<file path="src/rtl/regfile_sb.sv">
// rtl/regfile_sb.sv - register file with clear-on-init sequence and per-register pending scoreboard
// Optional same-cycle write-to-read forwarding enabled by defining REGFILE_BYPASS_EN.
module regfile_sb #(
    parameter int XLEN  = 32,
    parameter int NREGS = 32,
    parameter int AW    = $clog2(NREGS)
) (
    input  logic            clk,
    input  logic            rst_n,
    input  logic [AW-1:0]   a1,
    input  logic [AW-1:0]   a2,
    output logic [XLEN-1:0] rd1,
    output logic [XLEN-1:0] rd2,
    input  logic            we3,
    input  logic [AW-1:0]   a3,
    input  logic [XLEN-1:0] wd3,
    input  logic            rsv_valid,
    input  logic [AW-1:0]   rsv_addr,
    output logic            busy1,
    output logic            busy2,
    output logic            init_done
);

    typedef enum logic {S_INIT, S_RUN} state_t;

    state_t            state;
    logic [AW-1:0]     clr_cnt;
    logic [XLEN-1:0]   regs [NREGS];
    logic [NREGS-1:0]  pending;
    logic [NREGS-1:0]  pending_nxt;
    logic              run;
    logic              wr_hit;

    assign run    = (state == S_RUN);
    assign wr_hit = run && we3 && (a3 != '0);

    always_ff @(posedge clk) begin
        if (!rst_n) begin
            state     <= S_INIT;
            clr_cnt   <= '0;
            init_done <= 1'b0;
        end else begin
            case (state)
                S_INIT: begin
                    clr_cnt <= clr_cnt + AW'(1);
                    if (clr_cnt == AW'(NREGS - 1)) begin
                        state     <= S_RUN;
                        init_done <= 1'b1;
                    end
                end
                S_RUN: begin
                    state <= S_RUN;
                end
                default: begin
                    state <= S_INIT;
                end
            endcase
        end
    end

    // Reservation is applied after the write-clear so a same-cycle new producer keeps the bit set.
    always_comb begin
        pending_nxt = pending;
        if (we3) begin
            pending_nxt[a3] = 1'b0;
        end
        if (rsv_valid) begin
            pending_nxt[rsv_addr] = 1'b1;
        end
        pending_nxt[0] = 1'b0;
    end

    always_ff @(posedge clk) begin
        if (!rst_n) begin
            pending <= '0;
        end else if (run) begin
            pending <= pending_nxt;
        end
    end

    // Storage has no reset: contents are only zeroed by the INIT sweep.
    always_ff @(posedge clk) begin
        if (rst_n) begin
            if (state == S_INIT) begin
                regs[clr_cnt] <= '0;
            end else if (wr_hit) begin
                regs[a3] <= wd3;
            end
        end
    end

    always_comb begin
        rd1   = '0;
        busy1 = 1'b0;
        if (run && (a1 != '0)) begin
`ifdef REGFILE_BYPASS_EN
            if (wr_hit && (a3 == a1)) begin
                rd1   = wd3;
                busy1 = rsv_valid && (rsv_addr == a1);
            end else begin
                rd1   = regs[a1];
                busy1 = pending[a1];
            end
`else
            rd1   = regs[a1];
            busy1 = pending[a1];
`endif
        end
    end

    always_comb begin
        rd2   = '0;
        busy2 = 1'b0;
        if (run && (a2 != '0)) begin
`ifdef REGFILE_BYPASS_EN
            if (wr_hit && (a3 == a2)) begin
                rd2   = wd3;
                busy2 = rsv_valid && (rsv_addr == a2);
            end else begin
                rd2   = regs[a2];
                busy2 = pending[a2];
            end
`else
            rd2   = regs[a2];
            busy2 = pending[a2];
`endif
        end
    end

endmodule

</file>
<file path="config.mk">
export PLATFORM = sky130hd
export DESIGN_NAME = regfile_sb
export DESIGN_NICKNAME = d
export VERILOG_FILES = /design/src/rtl/regfile_sb.sv
export SDC_FILE = /design/constraint.sdc
export NUM_CORES = 1
export LEC_CHECK = 0
export CORE_MARGIN = 2
export CORE_UTILIZATION = 58
export CTS_BUF_LIST = sky130_fd_sc_hd__clkbuf_8 sky130_fd_sc_hd__clkbuf_16
export CTS_CLUSTER_DIAMETER = 200
export DETAILED_ROUTE_END_ITERATION = 8
export GPL_ROUTABILITY_DRIVEN = 0
export PLACE_DENSITY = 0.83
export SETUP_SLACK_MARGIN = 0.3
export SYNTH_ARGS = -nofsm -noshare
export SYNTH_HDL_FRONTEND = slang
export SYNTH_SLANG_ARGS = --single-unit
</file>
<file path="constraint.sdc">
create_clock -name clk -period 6.51 [get_ports clk]
set_clock_uncertainty 0.1 [all_clocks]
set_input_delay 1.302 -clock clk [delete_from_list [all_inputs] [get_ports clk]]
set_output_delay 1.302 -clock clk [all_outputs]
set_load 0.02 [all_outputs]
</file>
# Yosys cells after proc, flatten, opt, wreduce, memory -nomap -nowiden
# Memory sizes are Yosys's and may differ from the RTL's.
# Index checks and enable logic that the tools add are counted.
[totals]
ramBits = 1024
register_bits = 38
wordCells = 54
output_inout_bits = 67
mem_count = 1
[mem_list]
columns = ["memory", "depth", "width", "read_ports", "rd_ports_with_merged_regs", "wr", "line", "rtl"]
rows = [
  ["regs", 32, 32, 2, 0, 1, "28", "logic [XLEN-1:0] regs [NREGS];"],
]
[op_classes]
muxes = 26
bitwise = 4
order_cmp = 6
addsub = 1
n_eq_ne = 1
n_reduce_logical = 11
[op_table]
columns = ["op", "count"]
rows = [
  ["two-way mux 32 bit", 5],
  ["AND 32 bit", 1],
  ["inverter 32 bit", 1],
  ["bitwise OR 32 bit", 1],
  ["OR reduction 32 bit", 1],
  ["< comparator 5 x 6 -> 1 bit (second input constant)", 4],
  ["two-way mux 1 bit", 15],
  ["nonzero test 5 bit", 3],
  ["binary-select mux 1 bit (select 5 bit)", 2],
  ["demux 1 bit (select 5 bit)", 2],
  [">= comparator 5 x 1 -> 1 bit (second input constant)", 2],
  ["logical AND 1 bit", 6],
  ["adder 5 x 1 -> 5 bit (second input constant)", 1],
  ["== test 5 bit (second input constant)", 1],
  ["two-way mux 5 bit", 1],
  ["one-hot mux 1 bit (2 select lines)", 1],
  ["AND reduction 2 bit", 1],
  ["inverter 1 bit", 1],
]

# Logic depth before layout (Yosys ltp)
# Gate-level depths: netlist of the first run.
[logic_depth]
ltp_word = 9
ltp_mapped = 8
mapped_depth_nobuf = 5

# Least setup slack after synthesis of the first run
# OpenSTA, ideal clock, no wires.
[synth_path]
path_kind = "in2reg"
from = "input port a3[2]"
to = "memory regs[14][0] (enable)"
n_path_buf = 2
setup_slack_ns = 1.148
path_stages = 6
setup_time_ns = 0.461
arrival_time_ns = 4.800
path_cell_list = "or3_4 -> o311a_1 -> buf_6 -> buf_6 -> mux2_4 -> nor3_1"
[synth_between]
elab_chain_len = 8
elab_cells_between_ends = 9
cone_classes = "6 x mux; 3 x reduce/logical"
[synth_rtl]
columns = ["item", "line", "rtl"]
rows = [
  ["start, declared", "15", "input logic [AW-1:0] a3,"],
  ["nonzero test 5 bit", "35", "assign wr_hit = run && we3 && (a3 != '0);"],
  ["logical AND 1 bit", "35", ""],
  ["two-way mux 1 bit", "86", "end else if (wr_hit) begin"],
  ["two-way mux 1 bit", "84", "if (state == S_INIT) begin"],
  ["two-way mux 1 bit", "83", "if (rst_n) begin"],
  ["two-way mux 1 bit (not written as such)", "87", "regs[a3] <= wd3;"],
  ["OR reduction 32 bit (no line)", "-", ""],
  ["two-way mux 5 bit (no line) or two-way mux 1 bit (tied branches)", "-", ""],
  ["end, declared", "28", ""],
]
# Several ways; a longest one is shown, not always the timed one.

# Final worst setup path of the first run
[layout_path]
from = "register state, in the netlist run"
to = "output port rd2[14]"
[layout_between]
elab_chain_len = 2
[layout_rtl]
columns = ["item", "line", "rtl"]
rows = [
  ["start, declared", "26", "state_t state;"],
  ["start signal, assigned", "39", "state <= S_INIT;"],
  ["start signal, assigned", "47", "state <= S_RUN;"],
  ["start signal, assigned", "52", "state <= S_RUN;"],
  ["logical AND 1 bit", "114", "if (run && (a2 != '0)) begin"],
  ["two-way mux 32 bit", "114", ""],
  ["end, declared", "13", "output logic [XLEN-1:0] rd2,"],
]
# Every way passes these cells.

==> flow_summary.ini, run 1 <==
[synthesis]
synth-edff-count = 1024
syn_nets = 2504
ys_warn_count = 0
synth_compound_area_share_pct = 3.23
synthXorXnorAreaFrac_pct = 0.0352
synth_top_family_by_area = multiplexers
synth_area_um2 = 49800
synth_mux_area_share_pct = 29.5
ys_async_sr_fraction_pct = 0
synth-simple-area-share_pct = 2.05
syn_inst = 2446
synthAdderAreaFrac_pct = 0.0503
avgSynthCellArea_um2 = 20.3
synth_ff_type = edfxtp_1
ys_types = 51
ys_seq_area_share_pct = 63.3
ys_ff_latch = 1062

[worst_setup_path]
arrival_ns = 4.73
crit_path_max_incr_delay_ns = 1.16
path_buf_inv = 1
crit_type = reg2out
worstPathCellList = nand3_2 > o221ai_1 > clkdlybuf4s50_1
startpoint_type = flop
crit_fanout = 30
critPathRequiredTime_ns = 5.11
critPathSlowestCell = o221ai_1
crit_family = compound AO/OA/AOI/OAI gates
end_kind = output port

[sta]
fin_crit_ns = 6.13
slew_headroom_pct = 11.2
rsz0062_at_grt = false
fin_crit_sh_pct = 94.2
worst_pin_slew_ns = 1.33
setup_slack_ns = 0.378
finalHoldViolations = 0
fin_setup_tns_ns = 0
slew_viol_final = 0
clock.fmax_ghz = 0.163
setup_violations = 0

[clocking]
cts_root_buf = clkbuf_16
cts_buffers = 106
hold_buffers = 0
cts_sinks = 1062
post_cts_buffers = 0
cts-htree-levels = 3
cts.repair.resized = 0
cts_buffer_depth = 3
clkTransAtPathRegs_ns = 0.06
cts_tree = built
clkLatencyLatePin_ns = 0.68

[floorplan]
io_pins = 123
fp-row-count = 107
die-area_um2 = 88100
initial_core_util_pct = 58.4
core_um2 = 85100
die_h_um = 297
die_w_um = 297

[power_and_ir_drop]
power.leakage_nw = 16.9
p_per_area_nw_per_um2 = 252
vdd_drop_max_mv = 0.217

[grt]
grt_pass1_wl_um = 203000
overflow = 0
antenna_found_initial = 4
grt_pass1_vias = 29700
grt_max_degree = 132
grt_use_total_pct = 31.9

[finish]
layout.nets = 2621
drive_gt1_share_pct = 30.9
final_area_um2 = 55900
syn_to_final_growth_pct = 12.4

[placed_design]
place_area_um2 = 52500
post-place-ws_ns = 0.632
port_buffers = 122
hpwl_um = 73400

[drt]
ant_nets = 0
drt_drc_violations_left = 0
routed_via_density = 7.52
post_drt_wl_per_cell_um = 36.7
totalWireLength_um = 139000
firstDrtPassIters = 7
drt-initial-drc-count = 4023
via_count = 28600

[run]
maxCapViolCount = 0

[hold_path]
hp-class = reg2reg

[status]
outcome = completed
[Yosys cell counts, types with 2 or more instances]
cell type     n  share of area [%]
or3_1         2              0.025
o22a_1       65                1.1
nor3_1       27               0.27
nand2b_1      5              0.063
and3_1        3              0.038
nand2_1      40               0.30
mux4_2      526                 24
nand4_1       3              0.038
mux2_2        5               0.11
o21ai_0      31               0.31
buf_2        85               0.86
and2_1       34               0.43
xnor2_1       2              0.035
and3b_1       2              0.035
nor3b_1       4              0.060
nand3_1       9              0.091
a21boi_0     31               0.47
dfxtp_1      38                1.5
o21ai_1       2              0.020
nor2b_1       6              0.075
mux2_4        3              0.091
ha_1          2              0.050
o221ai_1     65                1.1
nor2_1        9              0.068
buf_6         3              0.068
nand3b_1      9               0.14
or3b_2        3              0.053
nor3_2        9               0.18
buf_4         6              0.091
o21a_1        3              0.045
buf_1        17               0.13
clkbuf_1     84               0.63
mux2i_1     272                5.5
edfxtp_1   1024                 62
[cell families (layout without fill, tap and decap cells)]
family	Yosys count	after routing
other	0	2
buffers and inverters	197	405
AOI/OAI and AO/OA	202	202
adders and majority gates	2	2
xor gates and xnor gates	2	2
muxes	806	806
DFF	1062	1062
and+or+nand+nor	175	175
[state kept, by name (all words and copies together) (netlist names)]
signal     flops
regs        1024
clr_cnt        5
init_done      1
pending       31
run            1
[through the flow]
| stage | utilization [%] | hold WS (ns) | cells | total power, W |
|---|---|---|---|---|
| 2_1_floorplan | - | 0.364 | 2446 | 0.00809 |
| 3_3_place_gp | 61.7 | 0.363 | 3599 | 0.00829 |
| 3_5_place_dp | 61.7 | 0.368 | 3599 | 0.00830 |
| 4_1_cts | 65.7 | 0.394 | 3798 | 0.0141 |
| 5_1_grt | 65.7 | 0.418 | 3800 | 0.0144 |
| 6_report | 65.7 | 0.392 | 3800 | 0.0141 |
[final cells by class]
class                   count  area (um2)
flip-flops and latches   1062       31500
fillers                  5318       29200
multi-input cells        1187       17500
clock buffers             108        2690
repair buffers            205        2060
well taps                1144        1430
clock inverters            91         712
diodes                      2        5.00
inverters                   1        3.75
[where the power goes]
part | internal [W] | switching, W
Combinational | 0.000324 | 0.000398
Clock | 0.00333 | 0.00261
Sequential | 0.00742 | 0.0000217
[final timing paths]
path             start            to  slack [ns]  cells past startpoint
min reg2reg  init_done     init_done        0.39                      1
min          init_done     init_done        0.39                      1
max reg2reg        run  regs[20][13]        2.44                      5
max                run       rd2[14]        0.38                      3
[layout by cell type (no fill, tap or decap), types with 3 or more instances in the layout]
master,instances
edfxtp_1,1024
mux4_2,526
mux2i_1,272
clkdlybuf4s50_1,116
clkbuf_16,107
buf_4,68
o22a_1,65
o221ai_1,65
nand2_1,40
dfxtp_1,38
and2_1,34
o21ai_0,31
a21boi_0,31
inv_1,30
nor3_2,22
clkinv_1,20
clkinv_2,19
buf_12,15
nor3_4,10
nand3b_1,9
nor2_1,9
bufinv_16,8
nand3_1,7
nor2b_1,6
clkinvlp_4,6
buf_8,6
nor3_1,5
nand2b_1,5
mux2_2,5
nor3b_1,4
and3_1,3
or3b_2,3
mux2_4,3
nand4_1,3
o21a_1,3
[routing by layer]
layer | vias to the layer above | global-route usage [%] | wire length (um)
li1 | 10900 | - | -
met1 | 14900 | 39.0 | 44800
met2 | 2266 | 52.7 | 70300
met3 | 450 | 7.83 | 16200
met4 | 2 | 17.4 | 8110
met5 | - | 0 | 7
No activity file was read; power rests on OpenSTA's default activity.
==> run 2: changes to the inputs <==
--- a/config.mk
+++ b/config.mk
@@ -13,6 +13,7 @@
 export GPL_ROUTABILITY_DRIVEN = 0
 export PLACE_DENSITY = 0.83
 export SETUP_SLACK_MARGIN = 0.3
+export SKIP_LAST_GASP = 1
 export SYNTH_ARGS = -nofsm -noshare
 export SYNTH_HDL_FRONTEND = slang
 export SYNTH_SLANG_ARGS = --single-unit
==> results of run 2 <==
No change in the layout: final DEF, timing and power equal those of run 1.
